### config.mk
export PLATFORM = sky130hd
export DESIGN_NAME = mem_access_stage_flat
export DESIGN_NICKNAME = d
export VERILOG_FILES = /design/src/rtl/risc_pkg.sv /design/src/rtl/dmem_if.sv /design/src/rtl/mem_watchdog.sv /design/src/rtl/mem_access_stage.sv /design/src/flat_wrapper.sv
export SDC_FILE = /design/constraint.sdc
export NUM_CORES = 1
export LEC_CHECK = 0
export ABC_AREA = 1
export BUFFER_PORTS_ARGS = -buffer_cell sky130_fd_sc_hd__buf_2
export CAP_MARGIN = 20
export CORE_ASPECT_RATIO = 0.6
export CORE_MARGIN = 2
export CORE_UTILIZATION = 50
export CTS_CLUSTER_SIZE = 24
export DETAILED_ROUTE_END_ITERATION = 10
export GPL_ROUTABILITY_DRIVEN = 0
export PLACE_DENSITY = 0.8
export SLEW_MARGIN = 30
export SYNTH_ARGS = -nofsm -noshare
export SYNTH_HDL_FRONTEND = slang
export SYNTH_SLANG_ARGS = --single-unit
### constraint.sdc
create_clock -name clk -period 1.7 [get_ports clk]
set_input_delay 0.34 -clock clk [delete_from_list [all_inputs] [get_ports clk]]
set_output_delay 0.34 -clock clk [all_outputs]
set_load 0.01 [all_outputs]
### src/rtl/risc_pkg.sv
// Shared definitions for the 16-bit RISC pipeline slice.
// Contents:
//   DATA_W      data/address width
//   REG_ADDR_W  register-file address width
//   state_t     memory-access stage controller states
//   ex_mem_t    EX/MEM pipeline register fields that outlive the capture edge
//   is_load()   classifies a captured op as a pure load
package risc_pkg;

  localparam int DATA_W     = 16;
  localparam int REG_ADDR_W = 3;

  typedef enum logic [0:0] {
    IDLE   = 1'b0,
    ACCESS = 1'b1
  } state_t;

  // Only the fields still needed after capture are kept; branch resolution
  // happens on the capture edge itself, so branch/zero/target are not stored.
  typedef struct packed {
    logic [DATA_W-1:0]     alu_result;
    logic [DATA_W-1:0]     store_data;
    logic [REG_ADDR_W-1:0] write_reg;
    logic                  mem_read;
    logic                  mem_write;
    logic                  reg_write;
    logic                  mem_to_reg;
  } ex_mem_t;

  // An op with both read and write set is treated as a store, so it is
  // never a load.
  function automatic logic is_load(input ex_mem_t f);
    return f.mem_read & ~f.mem_write;
  endfunction

endpackage

### src/rtl/dmem_if.sv
// Data-memory request/acknowledge bus.
// Signals:
//   req    request, held until acknowledged
//   we     1 = store
//   addr   access address
//   wdata  store data
//   ack    one-cycle completion strobe
//   rdata  load data, valid with ack
// Modports: master (pipeline stage), slave (memory).
interface dmem_if #(
  parameter int DATA_W = 16
) ();

  logic              req;
  logic              we;
  logic [DATA_W-1:0] addr;
  logic [DATA_W-1:0] wdata;
  logic              ack;
  logic [DATA_W-1:0] rdata;

  modport master (
    output req, we, addr, wdata,
    input  ack, rdata
  );

  modport slave (
    input  req, we, addr, wdata,
    output ack, rdata
  );

endinterface

### src/rtl/mem_watchdog.sv
// Access watchdog: counts cycles while run is high and flags expiry on the
// TIMEOUT_CYCLES-th consecutive cycle. Used only when MEM_TIMEOUT_EN is
// defined.
// Ports:
//   clk      clock
//   rst      synchronous active-high reset
//   run      high while the stage is waiting for a memory acknowledge
//   expired  high during the last permitted wait cycle
module mem_watchdog #(
  parameter int TIMEOUT_CYCLES = 64
) (
  input  logic clk,
  input  logic rst,
  input  logic run,
  output logic expired
);

  import risc_pkg::*;

  localparam int CNT_W = (TIMEOUT_CYCLES > 1) ? $clog2(TIMEOUT_CYCLES) : 1;
  localparam logic [CNT_W-1:0] LAST_CNT = CNT_W'(TIMEOUT_CYCLES - 1);

  logic [CNT_W-1:0] cnt_r;

  // cnt_r holds the number of wait cycles already completed.
  assign expired = run & (cnt_r == LAST_CNT);

  // Wait-cycle counter, cleared whenever the stage is not waiting.
  always_ff @(posedge clk) begin
    if (rst) begin
      cnt_r <= CNT_W'(0);
    end else if (!run) begin
      cnt_r <= CNT_W'(0);
    end else if (!expired) begin
      cnt_r <= cnt_r + CNT_W'(1);
    end else begin
      cnt_r <= cnt_r;
    end
  end

endmodule

### src/rtl/mem_access_stage.sv
// Memory-access stage of the 16-bit RISC pipeline. Holds the EX/MEM register,
// runs the data-memory handshake for loads/stores (stalling execute while an
// access is outstanding), resolves branches and presents a write-back bundle.
// Optional feature: MEM_TIMEOUT_EN adds an access watchdog that aborts an
// access after TIMEOUT_CYCLES wait cycles and pulses mem_err.
// Ports:
//   clk, rst                  clock, synchronous active-high reset
//   ex_valid / ex_ready       execute handshake (ex_ready = state is IDLE)
//   alu_result, adder_result, zero, write_reg, store_data   execute results
//   branch_in .. mem_to_reg_in  control bits
//   dmem                      data-memory bus (master side)
//   pc_src, branch_target     taken-branch pulse and target
//   wb_valid, wb_reg_write, wb_write_reg, wb_data  write-back bundle
//   mem_err                   access-timeout pulse (0 without MEM_TIMEOUT_EN)
module mem_access_stage #(
  parameter int DATA_W         = 16,
  parameter int TIMEOUT_CYCLES = 64
) (
  input  logic                            clk,
  input  logic                            rst,
  input  logic                            ex_valid,
  output logic                            ex_ready,
  input  logic [DATA_W-1:0]               alu_result,
  input  logic [DATA_W-1:0]               adder_result,
  input  logic                            zero,
  input  logic [risc_pkg::REG_ADDR_W-1:0] write_reg,
  input  logic [DATA_W-1:0]               store_data,
  input  logic                            branch_in,
  input  logic                            mem_read_in,
  input  logic                            mem_write_in,
  input  logic                            reg_write_in,
  input  logic                            mem_to_reg_in,
  dmem_if.master                          dmem,
  output logic                            pc_src,
  output logic [DATA_W-1:0]               branch_target,
  output logic                            wb_valid,
  output logic                            wb_reg_write,
  output logic [risc_pkg::REG_ADDR_W-1:0] wb_write_reg,
  output logic [DATA_W-1:0]               wb_data,
  output logic                            mem_err
);

  import risc_pkg::*;

  state_t                state_r;
  state_t                state_n;
  ex_mem_t               ex_mem_r;
  logic [DATA_W-1:0]     load_data_r;

  logic                  capture_s;
  logic                  is_mem_s;
  logic                  access_s;
  logic                  timeout_s;

  logic                  pc_src_r,       pc_src_n;
  logic [DATA_W-1:0]     branch_target_r, branch_target_n;
  logic                  wb_valid_r,     wb_valid_n;
  logic                  wb_reg_write_r, wb_reg_write_n;
  logic [REG_ADDR_W-1:0] wb_write_reg_r, wb_write_reg_n;
  logic [DATA_W-1:0]     wb_data_r,      wb_data_n;
  logic                  dmem_req_r,     dmem_req_n;

  assign access_s  = (state_r == ACCESS);
  assign ex_ready  = (state_r == IDLE);
  assign capture_s = ex_valid & ex_ready;
  assign is_mem_s  = mem_read_in | mem_write_in;

`ifdef MEM_TIMEOUT_EN
  logic expired_s;
  logic mem_err_r, mem_err_n;

  mem_watchdog #(
    .TIMEOUT_CYCLES (TIMEOUT_CYCLES)
  ) u_watchdog (
    .clk     (clk),
    .rst     (rst),
    .run     (access_s),
    .expired (expired_s)
  );

  // An acknowledge arriving in the final wait cycle still completes normally.
  assign timeout_s = expired_s & ~dmem.ack;
  assign mem_err   = mem_err_r;
`else
  assign timeout_s = 1'b0;
  assign mem_err   = 1'b0;
`endif

  // Address, data and direction come straight from the EX/MEM register, which
  // cannot change while an access is outstanding (ex_ready is low).
  assign dmem.req      = dmem_req_r;
  assign dmem.we       = ex_mem_r.mem_write;
  assign dmem.addr     = ex_mem_r.alu_result;
  assign dmem.wdata    = ex_mem_r.store_data;

  assign pc_src        = pc_src_r;
  assign branch_target = branch_target_r;
  assign wb_valid      = wb_valid_r;
  assign wb_reg_write  = wb_reg_write_r;
  assign wb_write_reg  = wb_write_reg_r;
  assign wb_data       = wb_data_r;

  // Controller state register.
  always_ff @(posedge clk) begin
    if (rst) begin
      state_r <= IDLE;
    end else begin
      state_r <= state_n;
    end
  end

  // Controller next-state decode.
  always_comb begin
    state_n = state_r;
    case (state_r)
      IDLE: begin
        if (capture_s && is_mem_s) begin
          state_n = ACCESS;
        end else begin
          state_n = IDLE;
        end
      end
      ACCESS: begin
        if (dmem.ack || timeout_s) begin
          state_n = IDLE;
        end else begin
          state_n = ACCESS;
        end
      end
      default: begin
        state_n = IDLE;
      end
    endcase
  end

  // Next values for the registered outputs.
  always_comb begin
    pc_src_n        = 1'b0;
    branch_target_n = branch_target_r;
    wb_valid_n      = 1'b0;
    wb_reg_write_n  = 1'b0;
    wb_write_reg_n  = wb_write_reg_r;
    wb_data_n       = wb_data_r;
    dmem_req_n      = 1'b0;
`ifdef MEM_TIMEOUT_EN
    mem_err_n       = 1'b0;
`endif
    case (state_r)
      IDLE: begin
        if (capture_s) begin
          if (branch_in && zero) begin
            pc_src_n        = 1'b1;
            branch_target_n = adder_result;
          end else begin
            pc_src_n        = 1'b0;
          end
          if (is_mem_s) begin
            dmem_req_n      = 1'b1;
          end else begin
            wb_valid_n      = 1'b1;
            wb_reg_write_n  = reg_write_in;
            wb_write_reg_n  = write_reg;
            wb_data_n       = mem_to_reg_in ? load_data_r : alu_result;
          end
        end else begin
          dmem_req_n        = 1'b0;
        end
      end
      ACCESS: begin
        if (dmem.ack) begin
          wb_valid_n        = 1'b1;
          // Stores never write the register file.
          wb_reg_write_n    = ex_mem_r.reg_write & ~ex_mem_r.mem_write;
          wb_write_reg_n    = ex_mem_r.write_reg;
          if (ex_mem_r.mem_to_reg) begin
            wb_data_n       = is_load(ex_mem_r) ? dmem.rdata : load_data_r;
          end else begin
            wb_data_n       = ex_mem_r.alu_result;
          end
        end else if (timeout_s) begin
          wb_valid_n        = 1'b1;
          wb_reg_write_n    = 1'b0;
          wb_write_reg_n    = ex_mem_r.write_reg;
          wb_data_n         = ex_mem_r.alu_result;
`ifdef MEM_TIMEOUT_EN
          mem_err_n         = 1'b1;
`endif
        end else begin
          dmem_req_n        = 1'b1;
        end
      end
      default: begin
        dmem_req_n          = 1'b0;
      end
    endcase
  end

  // Output registers.
  always_ff @(posedge clk) begin
    if (rst) begin
      pc_src_r        <= 1'b0;
      branch_target_r <= {DATA_W{1'b0}};
      wb_valid_r      <= 1'b0;
      wb_reg_write_r  <= 1'b0;
      wb_write_reg_r  <= {REG_ADDR_W{1'b0}};
      wb_data_r       <= {DATA_W{1'b0}};
      dmem_req_r      <= 1'b0;
    end else begin
      pc_src_r        <= pc_src_n;
      branch_target_r <= branch_target_n;
      wb_valid_r      <= wb_valid_n;
      wb_reg_write_r  <= wb_reg_write_n;
      wb_write_reg_r  <= wb_write_reg_n;
      wb_data_r       <= wb_data_n;
      dmem_req_r      <= dmem_req_n;
    end
  end

`ifdef MEM_TIMEOUT_EN
  // Timeout error pulse register.
  always_ff @(posedge clk) begin
    if (rst) begin
      mem_err_r <= 1'b0;
    end else begin
      mem_err_r <= mem_err_n;
    end
  end
`endif

  // EX/MEM pipeline register, loaded on every accepted instruction.
  always_ff @(posedge clk) begin
    if (rst) begin
      ex_mem_r <= '0;
    end else if (capture_s) begin
      ex_mem_r.alu_result <= alu_result;
      ex_mem_r.store_data <= store_data;
      ex_mem_r.write_reg  <= write_reg;
      ex_mem_r.mem_read   <= mem_read_in;
      ex_mem_r.mem_write  <= mem_write_in;
      ex_mem_r.reg_write  <= reg_write_in;
      ex_mem_r.mem_to_reg <= mem_to_reg_in;
    end else begin
      ex_mem_r <= ex_mem_r;
    end
  end

  // Most recent load data, kept for mem_to_reg selection.
  always_ff @(posedge clk) begin
    if (rst) begin
      load_data_r <= {DATA_W{1'b0}};
    end else if (access_s && dmem.ack && is_load(ex_mem_r)) begin
      load_data_r <= dmem.rdata;
    end else begin
      load_data_r <= load_data_r;
    end
  end

endmodule

### src/flat_wrapper.sv
// flat-port wrapper written by rule: the top's interface ports become plain ports
module mem_access_stage_flat import risc_pkg::*;
#(
  parameter int DATA_W         = 16,
  parameter int TIMEOUT_CYCLES = 64
)
  (clk, rst, ex_valid, ex_ready, alu_result, adder_result, zero, write_reg, store_data, branch_in, mem_read_in, mem_write_in, reg_write_in, mem_to_reg_in, pc_src, branch_target, wb_valid, wb_reg_write, wb_write_reg, wb_data, mem_err, dmem_req, dmem_we, dmem_addr, dmem_wdata, dmem_ack, dmem_rdata);
  dmem_if #(.DATA_W(DATA_W)) dmem_i ();
  input  logic clk;
  input  logic rst;
  input  logic ex_valid;
  output logic ex_ready;
  input  logic [DATA_W-1:0] alu_result;
  input  logic [DATA_W-1:0] adder_result;
  input  logic zero;
  input  logic [risc_pkg::REG_ADDR_W-1:0] write_reg;
  input  logic [DATA_W-1:0] store_data;
  input  logic branch_in;
  input  logic mem_read_in;
  input  logic mem_write_in;
  input  logic reg_write_in;
  input  logic mem_to_reg_in;
  output logic pc_src;
  output logic [DATA_W-1:0] branch_target;
  output logic wb_valid;
  output logic wb_reg_write;
  output logic [risc_pkg::REG_ADDR_W-1:0] wb_write_reg;
  output logic [DATA_W-1:0] wb_data;
  output logic mem_err;
  output wire logic [$bits(dmem_i.req)-1:0] dmem_req;
  output wire logic [$bits(dmem_i.we)-1:0] dmem_we;
  output wire logic [$bits(dmem_i.addr)-1:0] dmem_addr;
  output wire logic [$bits(dmem_i.wdata)-1:0] dmem_wdata;
  input wire logic [$bits(dmem_i.ack)-1:0] dmem_ack;
  input wire logic [$bits(dmem_i.rdata)-1:0] dmem_rdata;
  assign dmem_req = dmem_i.req;
  assign dmem_we = dmem_i.we;
  assign dmem_addr = dmem_i.addr;
  assign dmem_wdata = dmem_i.wdata;
  assign dmem_i.ack = dmem_ack;
  assign dmem_i.rdata = dmem_rdata;
  mem_access_stage #(.DATA_W(DATA_W), .TIMEOUT_CYCLES(TIMEOUT_CYCLES)) u_core (.clk(clk), .rst(rst), .ex_valid(ex_valid), .ex_ready(ex_ready), .alu_result(alu_result), .adder_result(adder_result), .zero(zero), .write_reg(write_reg), .store_data(store_data), .branch_in(branch_in), .mem_read_in(mem_read_in), .mem_write_in(mem_write_in), .reg_write_in(reg_write_in), .mem_to_reg_in(mem_to_reg_in), .dmem(dmem_i), .pc_src(pc_src), .branch_target(branch_target), .wb_valid(wb_valid), .wb_reg_write(wb_reg_write), .wb_write_reg(wb_write_reg), .wb_data(wb_data), .mem_err(mem_err));
endmodule
==> impl_metrics.toml <==
[outcome]
status = "finished clean"

[detailed_routing]
dr_wl_met2_um = 5110
wl_met3_um = 840
topRoutingLayerUsed = "met4"
viasPerCell = 5.03
post-route-drc-count = 0
first_pass_iters = 5
via_count = 4119
totalWireLength_um = 11500
wl_met1_um = 5370
wl_per_cell_um = 14.0
drt_iter0_markers = 289
ant_nets = 0

[yosys]
synthCells = 599
syn_area_per_cell_um2 = 7.03
synthesis.nets = 676
ys_types = 24
syn_area_um2 = 4210
synth-seq-cells = 94
synth.top_cell.area_share_pct = 44.7
yosysSeqAreaShare_pct = 44.7
synth_area_leaders = "dfxtp_1, o21ai_0, nor2_1"
synth_top_cell_by_area = "dfxtp_1"
ys_warn_count = 0

[timing]
fin_crit_sh_pct = 91.9
max_freq_mhz = 640
setup_viol = 0
fin_setup_tns_ps = 0
drv_slew = 0
hold_viol = 0
rsz0062_at_grt = "false"
finalClockSkew_ps = 6.28
finalCriticalPeriod_ps = 1560
worst_slack_ps = 137

[floorplanning]
die_x_um = 123
initial_core_util_pct = 52.6
ios = 151
row_count = 25
die_h_um = 75.1
coreArea_um2 = 8010
dieArea_um2 = 9200

[worst_setup_path]
cp.arrival_ps = 1220
cpPeakStageDelay_ps = 380
path_class = "reg2out"
critPathSlowestCell = "dfxtp_1"
cp_top_family = "buffers and inverters"
worst-path-buf-inv = 2
end_kind = "primary output"
worst-endpoint-required_ps = 1360
worstSetupStartpointType = "register"
path_cells = "inv_2 -> buf_2"
cp_max_fo = 18

[power]
power_leakage_uw = 0.00254
power_density_nw_per_um2 = 1020
peakVddDrop_uv = 529

[grt]
grt_max_degree = 34
grt_usage_pct = 25.2
grt_overflow_total = 0
grt_pass1_vias = 3728
grt_antenna_before_repair = 0
grt_pass1_wl_um = 17900

[clocking]
cts_resized = 0
clkTransAtPathRegs_ps = 70
cts_sinks = 94
cts_tree = "yes"
ctsHoldBuffers = 0
numCtsBuffers = 9
cts-root-buf = "clkbuf_16"
post-cts-setup-buffers = 0
h-tree-depth = 3
clock_insertion_delay_worst_skew_ps = 340
cts_buffer_depth = 2

[min_path]
hold_path_class = "in2reg"

[layout]
area_growth_pct = 20.8
nNetsFinal = 783
drive_gt1_share_pct = 26.6
final_common_cell = "buf_2"
num_antenna_cells = 0
final_cell_mix = "buf_2, nor2_1, nand2_1, o21ai_0, dfxtp_1"

[place]
pre_cts_slack_ps = 179
dp_hpwl_um = 8230
numPortBuffers = 149

[run]
maxCapViolations = 0
==> worst reg2reg max path, cell delays in order (launching register included) <==
cell and delay, ps:
dfxtp_1 450, nand2_1 200, nand2_2 180, nand2_2 290, nor2_1 200, nand2_1 70, nand2_1 60
==> metal layers <==
| layer | global-route usage [%] | up-vias |
|---|---|---|
| li1 | - | 2085 |
| met1 | 34.2 | 1852 |
| met2 | 40.1 | 167 |
| met3 | 6.29 | 15 |
| met4 | 7.79 | 0 |
| met5 | 0 | - |
==> where the power goes <==
group | leakage (µW) | internal [µW] | switching [µW]
logic | 0.00162 | 289 | 466
clock network | 0.000142 | 1140 | 855
registers | 0.000771 | 2330 | 77.2
==> final cells by class <==
| class | instances | area (µm²) |
|---|---|---|
| clock buffer | 9 | 225 |
| sequential | 94 | 1880 |
| fill | 752 | 2920 |
| inverter | 41 | 154 |
| tap | 108 | 135 |
| timing repair buffer | 163 | 863 |
| clock inverter | 7 | 72.6 |
| multi-input combinational | 397 | 1760 |
==> through the flow <==
| stage | util [%] | hold slack (ps) | total power, µW | instances | instance area (µm²) |
|---|---|---|---|---|---|
| floorplan | - | 409 | 2960 | 599 | 4210 |
| global placement | 59.8 | 439 | 3180 | 803 | 4790 |
| detailed placement | 59.8 | 437 | 3210 | 803 | 4790 |
| CTS | 63.5 | 216 | 5200 | 819 | 5090 |
| global route | 63.5 | 226 | 5400 | 819 | 5090 |
| finish | 63.5 | 227 | 5170 | 819 | 5090 |
==> synth_stat cells (all sizes together) <==
cell,number
clkbuf,12
nor2,127
a21oi,51
mux2i,3
and2,1
o21ai,106
conb,1
buf,55
inv,39
nand3,3
nand2,104
dfxtp,94
o22ai,1
clkinv,2
==> cell families after synthesis <==
| logic type | share of synthesized area (%) |
|---|---|
| buf+inv | 13.8 |
| simple gates | 21.9 |
| mux | 0.713 |
| compound gates | 18.8 |
| other cells | 0.0890 |
| flops | 44.7 |
==> path summary, 6_finish.rpt <==
path	start	end	slack (ps)	cells after the start
setup / recovery	u_core.dmem.req$_SDFF_PP0_	ex_ready	140	2
hold / removal	store_data[8]	u_core.dmem.wdata[8]$_SDFFE_PP0P_	230	3
setup reg to reg	u_core.dmem.req$_SDFF_PP0_	u_core.wb_data[0]$_SDFFE_PP0P_	180	6
hold reg to reg	u_core.wb_data[8]$_SDFFE_PP0P_	u_core.wb_data[8]$_SDFFE_PP0P_	450	2
No activity file was read; power rests on OpenSTA's default activity.
